### src/rtl/input_vc_scheduler.sv
// Round-robin read scheduler for the per-VC buffers of one router input port, with per-VC downstream credit and packet framing checks.
// Zero-latency grant; a VC is skipped while its buffer is empty or it has no credits left.
package noc_params;
  typedef enum logic [1:0] {
    HEAD     = 2'b00,
    BODY     = 2'b01,
    TAIL     = 2'b10,
    HEADTAIL = 2'b11
  } flit_label_t;
endpackage

module input_vc_scheduler
  import noc_params::*;
#(
  parameter int VC_NUM      = 2,
  parameter int BUFFER_SIZE = 8
) (
  input  logic                                clk,
  input  logic                                rst,
  input  logic [VC_NUM-1:0]                   is_empty_i,
  input  flit_label_t [VC_NUM-1:0]            head_label_i,
  input  logic [VC_NUM-1:0]                   credit_i,
  output logic [VC_NUM-1:0]                   read_o,
  output logic                                valid_o,
  output logic [$clog2(VC_NUM)-1:0]           grant_vc_o,
  output logic                                protocol_err_o
);

  localparam int PW = $clog2(VC_NUM);
  localparam int CW = $clog2(BUFFER_SIZE + 1);
  localparam logic [CW-1:0] CMAX = CW'(BUFFER_SIZE);

  typedef enum logic {IDLE, ACTIVE} pkt_state_t;

  logic [PW-1:0] rr_ptr, rr_ptr_nxt;
  logic [CW-1:0] credit_cnt [VC_NUM];
  logic [CW-1:0] credit_nxt [VC_NUM];
  pkt_state_t    pkt_state  [VC_NUM];
  pkt_state_t    pkt_nxt    [VC_NUM];
  logic          err, err_nxt;
  logic [VC_NUM-1:0] eligible;
  logic          gnt;
  logic [PW-1:0] win;

  always_comb begin
    for (int v = 0; v < VC_NUM; v++) begin
      eligible[v] = ~is_empty_i[v] & (credit_cnt[v] != '0);
    end
  end

  // Scan from the highest offset down so the VC closest to rr_ptr wins last.
  always_comb begin
    gnt = 1'b0;
    win = '0;
    for (int i = VC_NUM - 1; i >= 0; i--) begin
      int idx;
      idx = int'(rr_ptr) + i;
      if (idx >= VC_NUM) idx = idx - VC_NUM;
      if (eligible[idx]) begin
        gnt = 1'b1;
        win = PW'(idx);
      end
    end
  end

  always_comb begin
    read_o     = '0;
    valid_o    = 1'b0;
    grant_vc_o = '0;
    if (gnt && !rst) begin
      read_o[win] = 1'b1;
      valid_o     = 1'b1;
      grant_vc_o  = win;
    end
  end

  assign protocol_err_o = err;

  always_comb begin
    rr_ptr_nxt = rr_ptr;
    err_nxt    = err;
    if (valid_o) begin
      rr_ptr_nxt = (win == PW'(VC_NUM - 1)) ? '0 : win + PW'(1);
    end
    for (int v = 0; v < VC_NUM; v++) begin
      credit_nxt[v] = credit_cnt[v];
      pkt_nxt[v]    = pkt_state[v];
      // A simultaneous read and returned credit cancel out.
      case ({read_o[v], credit_i[v]})
        2'b10: credit_nxt[v] = credit_cnt[v] - CW'(1);
        2'b01: begin
          if (credit_cnt[v] == CMAX) err_nxt = 1'b1;
          else                       credit_nxt[v] = credit_cnt[v] + CW'(1);
        end
        default: ;
      endcase
      if (read_o[v]) begin
        case (pkt_state[v])
          IDLE: begin
            case (head_label_i[v])
              HEAD:     pkt_nxt[v] = ACTIVE;
              HEADTAIL: pkt_nxt[v] = IDLE;
              default:  err_nxt = 1'b1;
            endcase
          end
          ACTIVE: begin
            case (head_label_i[v])
              BODY: pkt_nxt[v] = ACTIVE;
              TAIL: pkt_nxt[v] = IDLE;
              HEAD: err_nxt = 1'b1;
              default: begin
                pkt_nxt[v] = IDLE;
                err_nxt    = 1'b1;
              end
            endcase
          end
          default: pkt_nxt[v] = IDLE;
        endcase
      end
    end
  end

  always_ff @(posedge clk or posedge rst) begin
    if (rst) begin
      rr_ptr <= '0;
      err    <= 1'b0;
      for (int v = 0; v < VC_NUM; v++) begin
        credit_cnt[v] <= CMAX;
        pkt_state[v]  <= IDLE;
      end
    end else begin
      rr_ptr <= rr_ptr_nxt;
      err    <= err_nxt;
      for (int v = 0; v < VC_NUM; v++) begin
        credit_cnt[v] <= credit_nxt[v];
        pkt_state[v]  <= pkt_nxt[v];
      end
    end
  end

endmodule

### config.mk
export PLATFORM = sky130hd
export DESIGN_NAME = input_vc_scheduler
export DESIGN_NICKNAME = d
export VERILOG_FILES = /design/src/rtl/input_vc_scheduler.sv
export SDC_FILE = /design/constraint.sdc
export NUM_CORES = 1
export LEC_CHECK = 0
export ABC_AREA = 1
export BUFFER_PORTS_ARGS = -buffer_cell sky130_fd_sc_hd__buf_2
export CAP_MARGIN = 20
export CORE_MARGIN = 2
export CORE_UTILIZATION = 50
export DETAILED_ROUTE_END_ITERATION = 10
export PLACE_DENSITY_LB_ADDON = 0.12
export SETUP_SLACK_MARGIN = 0.4
export SLEW_MARGIN = 5
export SYNTH_ARGS = -nofsm -noshare
export SYNTH_HDL_FRONTEND = slang
export SYNTH_SLANG_ARGS = --single-unit
### constraint.sdc
create_clock -name clk -period 1.88 [get_ports clk]
set_clock_uncertainty 0.1 [all_clocks]
set_input_delay 0 -clock clk [delete_from_list [all_inputs] [get_ports clk]]
set_output_delay 0 -clock clk [all_outputs]
set_load 0.05 [all_outputs]
; ---- Yosys cells after proc, flatten, opt, wreduce, memory -nomap -nowiden
; Cells that the tools add are included.
[op_classes]
mul = 0
bitwise_logic = 6
n_addsub = 8
reduce_logical = 17
n_lt_le_gt_ge = 6
div = 0
eq_ne = 14
shifts = 0
n_mux = 40
[ops]
columns = cell, n
row1 = $lt 32x3->1 const B, 2
row2 = $mux 32, 2
row3 = $mux 1, 28
row4 = $pmux 4 s2, 2
row5 = $eq 2x2->1 const B, 6
row6 = $reduce_or 2->1, 6
row7 = $add 4x1->4 const B, 2
row8 = $eq 2x1->1 const B, 4
row9 = $eq 4x4->1 const B, 2
row10 = $mux 4, 2
row11 = $pmux 1 s2, 4
row12 = $reduce_bool 4->1, 2
row13 = $sub 4x1->4 const B, 2
row14 = $logic_not 2->1, 2
row15 = $ne 2x2->1 const B, 2
row16 = $not 1->1, 4
row17 = $reduce_and 2->1, 2
row18 = $reduce_bool 2->1, 2
row19 = $sub 1x2->3 const B, 1
row20 = $sub 2x2->3 const B, 1
row21 = $add 1x1->2 const B, 1
row22 = $and 1x1->1, 2
row23 = $ge 1x2->1 const B, 1
row24 = $ge 2x2->1 const B, 1
row25 = 7 further kinds, 8
[totals]
out_inout_bits = 5
latchBits = 0
register_bits = 12
mem_count = 0
romBits = 0
elab_cells = 97
mem_bits_rw = 0

; ---- Longest topological paths before layout
; Gate-level depths: netlist (run 1).
[depth]
depth_word = 23
mapped_depth = 16

; ---- Worst setup path before layout (run 1)
; No wires, ideal clock.
[synth_timing]
kind = flip-flop to flip-flop
from = register credit_cnt[3] in the netlist's numbering
to = register credit_cnt[7] in the netlist's numbering
path_stages_with_launch = 15
arrival_time_ps = 1905
t_required_ps = 1704
setup_time_ps = 76
setup_slack_ps = -201
synth_period_minus_slack_ps = 2081
cell_sequence = dfstp_2 -> nor2_1 -> a21oi_2 -> nand2_4 -> nand3_2 -> nand2_2 -> ha_1 -> nand2_1 -> nand2_1 -> a31oi_1 -> inv_1 -> nand2_1 -> nand3_1 -> nand2_1 -> nand2_1
[synth_via]
elab_chain_cells = 15
word_cells_on_any_way = 25
classes_between = order compare (2) / eq/ne (3) / mux (14) / bitwise (1) / reduce/logical (5)
[synth_lines]
columns = item, line_no
row1 = from (decl), 36  ; logic [CW-1:0] credit_cnt [VC_NUM];
row2 = "from (signal, indexed assignment)", 135  ; credit_cnt[v] <= credit_nxt[v];
row3 = $reduce_bool 4->1 *, 47  ; eligible[v] = ~is_empty_i[v] & (credit_cnt[v] != '0);
row4 = $and 1x1->1 *, 47
row5 = $mux 1 (not written as such) (3 in a row), 59  ; if (eligible[idx]) begin
row6 = $mux 1 (2 in a row), 59
row7 = $lt 1x2->1 (not written as such) / $ge 1x1->1 (equally long branches), 71  ; read_o[win] = 1'b1;
row8 = $logic_and 1x1->1 (not written as such), 71
row9 = $mux 1 (not written as such), 71
row10 = $demux 1 s1, 71
row11 = $mux 2 *, 70  ; if (gnt && !rst) begin
row12 = $eq 2x1->1 / $eq 2x2->1 (equally long branches), 89  ; case ({read_o[v], credit_i[v]})
row13 = $ne 2x2->1 (no line) / $reduce_bool 2->1 (equally long branches), n/a
row14 = $reduce_and 2->1 (no line), n/a
; Mark *: on every way between the ends. The rest lies on a longest branch, timed or not. The select of a mux whose other input is x is not followed.
; A chain may end at the register's enable or synchronous reset.

; ---- Final worst setup path (run 1)
; Ends and elaborated chain as after synthesis.

==> results.json, run 1 <==
{
  "clk_transition_reported_paths_ns": 0.08,
  "placed_area_um2": 1270,
  "whs_ns": 0.0225,
  "sw_frac_of_total_pct": 42.6,
  "port_buffers": 14,
  "synth_area_per_cell_um2": 8.59,
  "ctsRootBufferMaster": "clkbuf_4",
  "synthFlopType": "dfrtp_1",
  "min_from": "head_label_i[2]",
  "crit_top_cell": "nand2_1",
  "cts_tree": "yes",
  "fin_nets": 185,
  "mappedNetlistArea_um2": 996,
  "cts_buffers": 3,
  "grt_max_degree": 13,
  "place.gp.congestion": 0.831,
  "n_fill_cell": 126,
  "dr.first_iter.drc_count": 27,
  "seqPwrFrac_pct": 22.2,
  "fp.dieW_um": 48.6,
  "clockBufferDepth": 2,
  "crit_family": "simple AND/OR/NAND/NOR gates",
  "regToRegSetupSlack_ns": -0.18,
  "combPwrFrac_pct": 68.1,
  "fin_cells": 191,
  "end_kind": "flop",
  "worstPathMaxFanout": 5,
  "period_minus_slack_ns": 2.06,
  "dp_hpwl_um": 1560,
  "wl_per_cell_um": 12.7,
  "setup_ws_ns": -0.178,
  "relSlewSlack_pct": 59.6,
  "core_area_um2": 1920,
  "drt-vias-per-instance": 4.83,
  "totalWireLength_um": 2430,
  "die_h_um": 48.6,
  "rows": 16,
  "layout-drive-gt1-share_pct": 51.8,
  "clock_latency_ns": 0.27,
  "worstPathArrival_ns": 2.17,
  "finish.instance_area_um2": 1530,
  "slew_violations": 0,
  "async_flop_share_pct": 100,
  "route.detailed.drc": 0,
  "antenna_cells": 0,
  "regToRegStartpoint": "credit_cnt[3]$_DFFE_PP1P_",
  "path_buf_inv": 1,
  "start_util_pct": 51.8,
  "violations": "setup timing",
  "crit_type": "flop to flop",
  "crit_chain": "nor2_2, a21oi_2, nand2_4, nand3_4, nand2_4, ha_4, nand2_2, nand2_1, a31oi_1, inv_1, nand2_1, nand3_1, nand2_1, nand2_1",
  "boundaryPins": 15,
  "htree_levels": 1,
  "yosysWarnings": 0,
  "synthCells": 116,
  "p_int_w": 0.00123,
  "grt_pass1_vias": 983,
  "fmax_mhz": 486,
  "required_ns": 1.99,
  "final_cell_mix": "18 x nand2_1, 18 x buf_4, 17 x inv_1",
  "final_hold_viol_count": 0,
  "hp-class": "primary input to flop",
  "p_leak_nw": 0.798,
  "status": "finished with violations",
  "timing.final.crit_share_pct": 109,
  "ys_seq_elements": 12,
  "grt_pass1_wl_um": 4310,
  "powerDensity_nw_per_um2": 1400,
  "synth-edff-count": 0,
  "ys_seq_area_share_pct": 30.4,
  "crit_path_top_delay_cell": "dfstp_2",
  "worst_pin_slew_ns": 0.604,
  "setup_tns_ns": -1.08,
  "power.switching_w": 0.000915,
  "cap_violations": 0,
  "drt_pre_antenna_iters": 4,
  "rsz0062_at_grt": "true",
  "p_clk_share_pct": 9.7,
  "place_inst": 173,
  "grt_use_total_pct": 23.5,
  "cts_sinks": 12,
  "worstSetupStartpointType": "flop",
  "ir_worst_vdd_uv": 1060,
  "ant_nets": 0,
  "setup_viol": 10,
  "critPathMaxStageDelay_ns": 0.54,
  "dieArea_um2": 2360,
  "grt_antenna_before_repair": 0,
  "place_ws_ns": -0.150,
  "cp-startpoint": "credit_cnt[3]$_DFFE_PP1P_",
  "synth.distinct_cells": 25,
  "vias": 923,
  "area_growth_pct": 54.0,
  "grt-ovfl-total": 0,
  "synth_fp_nets": 136
}
-- kinds of logic (layout without fill, tap and decap cells) --
group                      after synthesis  after routing  share of synthesized area, %
buffers and inverters                   21             69                          9.93
AOI/OAI and AO/OA                        9              9                          5.15
xor gates and xnor gates                 6              6                          5.28
and+or+nand+nor                         58             58                          35.2
DFF                                     12             12                          30.4
adders and majority gates               10             10                          14.1
-- cell usage after synthesis (2+ instances only) --
master	count	area (µm²)
ha_1	8	100
nand2_4	7	78.8
nand4_1	3	18.8
dfrtp_1	10	250
dfstp_2	2	52.6
nand3_2	4	40.0
nor2_2	2	12.5
nand2_1	23	86.3
o21ai_1	2	10.0
nand3_1	8	40.0
o21ai_0	3	15.0
a31oi_1	2	12.5
nor2_4	2	22.5
inv_1	18	67.6
nand2_2	5	31.3
xor2_1	6	52.6
fa_1	2	40.0
nor2_1	2	7.51
-- final cells by class --
cell class	instances	area, µm²	share of cell area (%)
Timing Repair Buffer	45	382	24.9
Clock buffer	4	36.3	2.37
Multi-Input combinational cell	83	684	44.6
Sequential cell	12	303	19.7
Inverter	20	95.1	6.20
Tap cell	27	33.8	2.20
-- per-layer routing --
layer | vias up | share of wire [%] | GRT usage [%]
li1 | 465 | - | -
met2 | 21 | 52 | 40.9
met3 | 2 | 3.7 | 4.63
met1 | 435 | 44 | 29.7
met5 | - | 0 | 0
met4 | 0 | 0.58 | 6.19
-- power groups by stage --
stage / clock (W) / combinational [W] / sequential, W
floorplan: 0 / 0.000739 / 0.000516
global placement: 0 / 0.00114 / 0.000468
finish: 0.000208 / 0.00146 / 0.000477
global route: 0.000226 / 0.00162 / 0.000491
detailed placement: 0 / 0.00117 / 0.000472
CTS: 0.000219 / 0.00134 / 0.000467
-- through the flow --
step	power (W)	util [%]
3_3_place_gp	0.00161	66.3
4_1_cts	0.00203	76.8
6_report	0.00215	79.8
5_1_grt	0.00234	79.8
3_5_place_dp	0.00164	66.3
2_1_floorplan	0.00125	-
-- state kept, by name, indices dropped and copies added (netlist names) --
register and count:
credit_cnt 8, pkt_state 2, protocol_err_o 1, rr_ptr 1
-- final timing paths --
| check | cells past startpoint | to |
|---|---|---|
| worst max-delay path | 14 | credit_cnt[7]$_DFFE_PP1P_ |
| worst min-delay path | 4 | pkt_state[0]$_DFFE_PP0P_ |
| worst max register to register | 14 | credit_cnt[7]$_DFFE_PP1P_ |
| worst min register to register | 2 | protocol_err_o$_DFF_PP0_ |
| max in group asynchronous | 3 | credit_cnt[4]$_DFFE_PP0P_ |
| min in group asynchronous | 3 | pkt_state[0]$_DFFE_PP0P_ |
-- tightest hold or removal path: cells and delay by family --
kind,cells,cell delay (ns)
and+or+nand+nor,1,0.06
adders and majority gates,1,0.13
AOI/OAI and AO/OA,1,0.08
buffers and inverters,1,0.09
-- repair_timing --
| action | in CTS | in global routing |
|---|---|---|
| hold buffers | 2 | 0 |
| buffers inserted | 9 | 3 |
| pin swaps | 13 | 12 |
| endpoints found under the setup margin | 14 | 16 |
| hold endpoints to repair | 13 | 0 |
| resized for setup | 23 | 8 |
Power figures use the tool's default switching activity.
==> inputs of run 2 (changes only) <==
--- a/config.mk
+++ b/config.mk
@@ -12,6 +12,7 @@
 export CORE_UTILIZATION = 50
 export DETAILED_ROUTE_END_ITERATION = 10
 export PLACE_DENSITY_LB_ADDON = 0.12
+export REMOVE_ABC_BUFFERS = 1
 export SETUP_SLACK_MARGIN = 0.4
 export SLEW_MARGIN = 5
 export SYNTH_ARGS = -nofsm -noshare
==> run 2 against run 1 <==
Net effect: the flow still finishes with violations (setup timing); power increased by 21%; clock power increased by 7%; critical path depth unchanged; cell area increased by 10%; non-clock buffer count increased by 6; combinational power increased by 28%; final cell count increased by 3.1%; die area unchanged; setup slack got worse by 0.14 ns; via count increased by 14%; first-iteration DRC count decreased by 15%; count of clock-buffer cells in the layout unchanged; highest routed layer unchanged.
==> results.json, run 2 (synthesis gave the netlist of run 1 again) <==
{
  "period_minus_slack_ns": 2.20,
  "path_buf_inv": 1,
  "port_buffers": 14,
  "top_usage_layer": "met2",
  "use_met3_pct": 2.47,
  "htree_levels": 1,
  "crit_path_top_delay_cell": "dfstp_2",
  "slew_violations": 0,
  "p_leak_nw": 0.852,
  "die_h_um": 48.6,
  "worstSetupStartpointType": "flop",
  "crit_type": "flop to flop",
  "timing.final.crit_share_pct": 117,
  "final_hold_viol_count": 0,
  "boundaryPins": 15,
  "grt-ovfl-total": 0,
  "worstPathMaxFanout": 4,
  "antenna_cells": 0,
  "mostFrequentLayoutCell": "buf_4",
  "dp_hpwl_um": 1610,
  "clockBufferDepth": 2,
  "rows": 16,
  "met1_usage_pct": 29.8,
  "n_fill_cell": 83,
  "largest_reg_flops": 8,
  "area_growth_pct": 69.6,
  "hp-class": "primary input to flop",
  "crit_top_cell": "nand2_2",
  "drt-vias-per-instance": 5.32,
  "rsz0062_at_grt": "true",
  "status": "finished with violations",
  "ctsRootBufferMaster": "clkbuf_4",
  "grt_use_met2_pct": 44.5,
  "ant_nets": 0,
  "setup_viol": 12,
  "ir_worst_vdd_uv": 1080,
  "core_area_um2": 1920,
  "grt_pass1_wl_um": 4550,
  "place.gp.congestion": 0.872,
  "drt_pre_antenna_iters": 4,
  "cts_buffers": 3,
  "top_register": "credit_cnt",
  "violations": "setup timing",
  "setup_ws_ns": -0.316,
  "end_kind": "flop",
  "grt_max_degree": 13,
  "grt_pass1_vias": 1048,
  "critPathMaxStageDelay_ns": 0.57,
  "fin_nets": 191,
  "relSlewSlack_pct": 56.7,
  "fmax_mhz": 455,
  "dieArea_um2": 2360,
  "start_util_pct": 51.8,
  "setup_tns_ns": -1.99,
  "crit_family": "simple AND/OR/NAND/NOR gates",
  "worstPathArrival_ns": 2.32,
  "crit_chain": "nor2_4, a21oi_2, nand2_4, nand3_4, nand2_4, ha_4, nand2_2, nand2_2, a31oi_4, inv_2, nand2_2, nand3_2, nand2_2, nand2_2",
  "required_ns": 2.00,
  "fin_util_pct": 87.9,
  "dr.first_iter.drc_count": 23,
  "route.detailed.drc": 0,
  "cap_violations": 0,
  "grt_antenna_before_repair": 0,
  "clk_transition_reported_paths_ns": 0.09,
  "worst_pin_slew_ns": 0.647,
  "grt_use_total_pct": 24.9,
  "cts_sinks": 12,
  "clock_latency_ns": 0.28,
  "fp.dieW_um": 48.6,
  "wl_per_cell_um": 17.2,
  "top_regs": "credit_cnt: 8 flops, pkt_state: 2 flops",
  "powerDensity_nw_per_um2": 1530,
  "layout-drive-gt1-share_pct": 62.9,
  "final_cell_mix": "20 x buf_4, 16 x inv_1, 16 x buf_6",
  "regToRegSetupSlack_ns": -0.32,
  "totalWireLength_um": 3380,
  "cts_tree": "yes",
  "vias": 1049
}
==> run 2: layer usage <==
metal,wire [µm],vias to the layer above
met5,0,-
met4,147,0
met3,176,18
met2,1710,56
met1,1350,500
li1,-,475
==> run 2: per-stage QoR <==
step           hold WS [ns]  total power [W]  cells  cell area, µm²  setup WS [ns]
6_report            0.00373          0.00259    197            1690         -0.316
5_1_grt             0.00271          0.00273    197            1690         -0.413
4_1_cts             0.00585          0.00199    187            1450         -0.135
3_5_place_dp        -0.0403          0.00159    175            1230         -0.244
3_3_place_gp        -0.0416          0.00156    175            1230         -0.162
2_1_floorplan        -0.203          0.00118    115             988         -0.201
==> run 2: worst paths after layout <==
check | depth (start not counted) | from | endpoint
max reg2reg | 14 | credit_cnt[3]$_DFFE_PP1P_ | credit_cnt[7]$_DFFE_PP1P_
min | 4 | head_label_i[0] | pkt_state[1]$_DFFE_PP0P_
max | 14 | credit_cnt[3]$_DFFE_PP1P_ | credit_cnt[7]$_DFFE_PP1P_
max in group asynchronous | 3 | rst | credit_cnt[2]$_DFFE_PP0P_
min in group asynchronous | 3 | rst | credit_cnt[6]$_DFFE_PP0P_
min reg2reg | 2 | pkt_state[1]$_DFFE_PP0P_ | pkt_state[1]$_DFFE_PP0P_
==> run 2: worst min-delay path, delay by kind of cell <==
kind,cells,cell delay (ns)
AND/OR/NAND/NOR,1,0.05
AO/OA/AOI/OAI,1,0.05
adder cells (fa/ha/maj),1,0.16
buffers and inverters,1,0.09
==> run 2: repair_timing <==
action                                 CTS  global route
endpoints found under the hold margin   12             0
gates resized for setup                 26            43
setup buffers                            7            10
pin swaps                               14            26
hold buffers                             1             0
setup endpoints to repair               15            16
==> run 2: power by group <==
group          total [W]  internal (W)  switching (W)
combinational    0.00187      0.000887       0.000986
sequential      0.000493      0.000393       0.000100
clock           0.000223      0.000118       0.000105
total            0.00259       0.00140        0.00119
==> run 2: layout make-up <==
| type | count | area, µm² | share of cell area (%) |
|---|---|---|---|
| clock buffers | 4 | 36.3 | 2.15 |
| repair buffers | 51 | 450 | 26.7 |
| inverters | 20 | 93.8 | 5.56 |
| multi-input cells | 83 | 772 | 45.7 |
| flip-flops and latches | 12 | 303 | 17.9 |
| well taps | 27 | 33.8 | 2.00 |
==> inputs of run 3 (changes only) <==
--- a/config.mk
+++ b/config.mk
@@ -8,8 +8,10 @@
 export ABC_AREA = 1
 export BUFFER_PORTS_ARGS = -buffer_cell sky130_fd_sc_hd__buf_2
 export CAP_MARGIN = 20
+export CELL_PAD_IN_SITES_DETAIL_PLACEMENT = 1
+export CELL_PAD_IN_SITES_GLOBAL_PLACEMENT = 1
 export CORE_MARGIN = 2
-export CORE_UTILIZATION = 50
+export CORE_UTILIZATION = 37
 export DETAILED_ROUTE_END_ITERATION = 10
 export PLACE_DENSITY_LB_ADDON = 0.12
 export REMOVE_ABC_BUFFERS = 1
==> run 3 against run 2 <==
Net effect: the run still ends with setup timing left; critical path depth decreased by 1; cell area fell by 3.3%; highest routed layer unchanged; largest power group unchanged; global-route usage is 5.0 points lower.
==> results.json, run 3 (synthesis gave the netlist of run 1 again) <==
{
  "worstSetupStartpointType": "flop",
  "crit_type": "flop to flop",
  "status": "finished with violations",
  "powerDensity_nw_per_um2": 1460,
  "top_regs": "credit_cnt: 8 flops, pkt_state: 2 flops",
  "fmax_mhz": 461,
  "antenna_cells": 0,
  "worstPathMaxFanout": 4,
  "grt_use_total_pct": 19.9,
  "drt-vias-per-instance": 5.05,
  "setup_ws_ns": -0.291,
  "crit_family": "simple AND/OR/NAND/NOR gates",
  "grt_pass1_vias": 1067,
  "boundaryPins": 15,
  "slew_violations": 0,
  "dieArea_um2": 3120,
  "clk_transition_reported_paths_ns": 0.09,
  "grt_pass1_wl_um": 4760,
  "top_register": "credit_cnt",
  "mostFrequentLayoutCell": "buf_4",
  "setup_viol": 10,
  "htree_levels": 1,
  "p_total_w": 0.00239,
  "cp_num_cells": 13,
  "cap_violations": 0,
  "vias": 1004,
  "fp.dieW_um": 55.9,
  "crit_top_cell": "nand2_2",
  "ctsRootBufferMaster": "clkbuf_4",
  "totalWireLength_um": 3730,
  "rows": 18,
  "final_cell_mix": "24 x buf_4, 16 x inv_1, 16 x nand2_1",
  "cts_buffers": 3,
  "drt_pre_antenna_iters": 4,
  "hold_depth": 4,
  "crit_chain": "nor2_4, a21oi_2, nand2_4, nand3_4, nand2_4, ha_4, nand2_2, nand2_2, a31oi_2, inv_1, nand2_2, nand4_1, nand2_1",
  "path_buf_inv": 1,
  "cp-startpoint": "credit_cnt[3]$_DFFE_PP1P_",
  "reg2reg_depth": 13,
  "period_minus_slack_ns": 2.17,
  "worstPathArrival_ns": 2.29,
  "hp-class": "primary input to flop",
  "critPathMaxStageDelay_ns": 0.57,
  "crit_path_top_delay_cell": "dfstp_2",
  "grt_antenna_before_repair": 0,
  "end_kind": "flop",
  "grt-ovfl-total": 0,
  "worst_pin_slew_ns": 0.639,
  "p_leak_nw": 0.839,
  "dr.first_iter.drc_count": 20,
  "setup_tns_ns": -1.98,
  "wl_per_cell_um": 18.7,
  "ir_worst_vdd_uv": 1020,
  "clock_latency_ns": 0.28,
  "cts_sinks": 12,
  "start_util_pct": 39.5,
  "regToRegStartpoint": "credit_cnt[3]$_DFFE_PP1P_",
  "port_buffers": 14,
  "dp_hpwl_um": 1910,
  "ant_nets": 0,
  "timing.final.crit_share_pct": 115,
  "rsz0062_at_grt": "true",
  "route.detailed.drc": 0,
  "whs_ns": 0.0318,
  "fin_nets": 191,
  "layout-drive-gt1-share_pct": 58.0,
  "place_ws_ns": -0.287,
  "grt_max_degree": 13,
  "relSlewSlack_pct": 57.3,
  "clockBufferDepth": 2,
  "cts_tree": "yes",
  "final_hold_viol_count": 0,
  "required_ns": 2.00,
  "die_h_um": 55.9,
  "place.gp.congestion": 0.744,
  "min_from": "head_label_i[0]",
  "violations": "setup timing",
  "area_growth_pct": 64.1,
  "largest_reg_flops": 8,
  "core_area_um2": 2520
}
[run 3: cell count changes in the layout (fill, tap and decap cells not counted), moves of 2 or more]
cell / delta
buf_12: +3
buf_6: -6
nand2_1: +4
nand3_2: +2
xor2_1: +2
xor2_2: -2
buf_8: -2
buf_4: +4
nand2_2: -4
[run 3: final timing paths]
| kind | to | slack, ns |
|---|---|---|
| setup / recovery | credit_cnt[7]$_DFFE_PP1P_ | -0.29 |
| min in group asynchronous | credit_cnt[1]$_DFFE_PP0P_ | 0.43 |
| hold reg to reg | protocol_err_o$_DFF_PP0_ | 0.44 |
| setup reg to reg | credit_cnt[7]$_DFFE_PP1P_ | -0.29 |
| hold / removal | pkt_state[1]$_DFFE_PP0P_ | 0.03 |
| max in group asynchronous | credit_cnt[5]$_DFFE_PP0P_ | 0.83 |
[run 3: cell type report]
class                   instances  area, µm²
multi-input cells              83        724
fillers                       289        888
clock buffers                   3       22.5
inverters                      20       93.8
flip-flops and latches         12        303
repair buffers                 51        453
well taps                      30       37.5
[run 3: where the power goes]
| part | switching, W | internal [W] |
|---|---|---|
| registers | 0.0000995 | 0.000393 |
| logic | 0.000911 | 0.000816 |
| clock network | 0.0000990 | 0.0000744 |
| total | 0.00111 | 0.00128 |
[run 3: layer usage]
metal  wire length (µm)  vias up  global-route usage, %
met4                104        0                   8.84
met5                  0        -                      0
met2               2010       23                   35.0
met3                 91        9                   2.56
li1                   -      472                      -
met1               1520      500                   24.1
[run 3: timing repair]
item / in CTS / in global routing
endpoints found under the setup margin: 15 / 16
hold endpoints to repair: 13 / 0
gates resized for setup: 27 / 28
hold buffers: 2 / 0
setup buffers: 8 / 9
pin swaps: 16 / 26
[run 3: per-stage QoR]
| stage | area, µm² | cells | util (%) |
|---|---|---|---|
| final | 1630 | 199 | 64.8 |
| after global routing | 1630 | 199 | 64.8 |
| after CTS | 1440 | 190 | 57.2 |
| after detailed placement | 1230 | 177 | 48.8 |
| after global placement | 1230 | 177 | 48.8 |
| after floorplan | 988 | 115 | - |
[run 3: worst min-delay path: stages]
cell and delay, ns:
buf_2 0.10, ha_1 0.14, o21ai_0 0.08, nand2_1 0.06
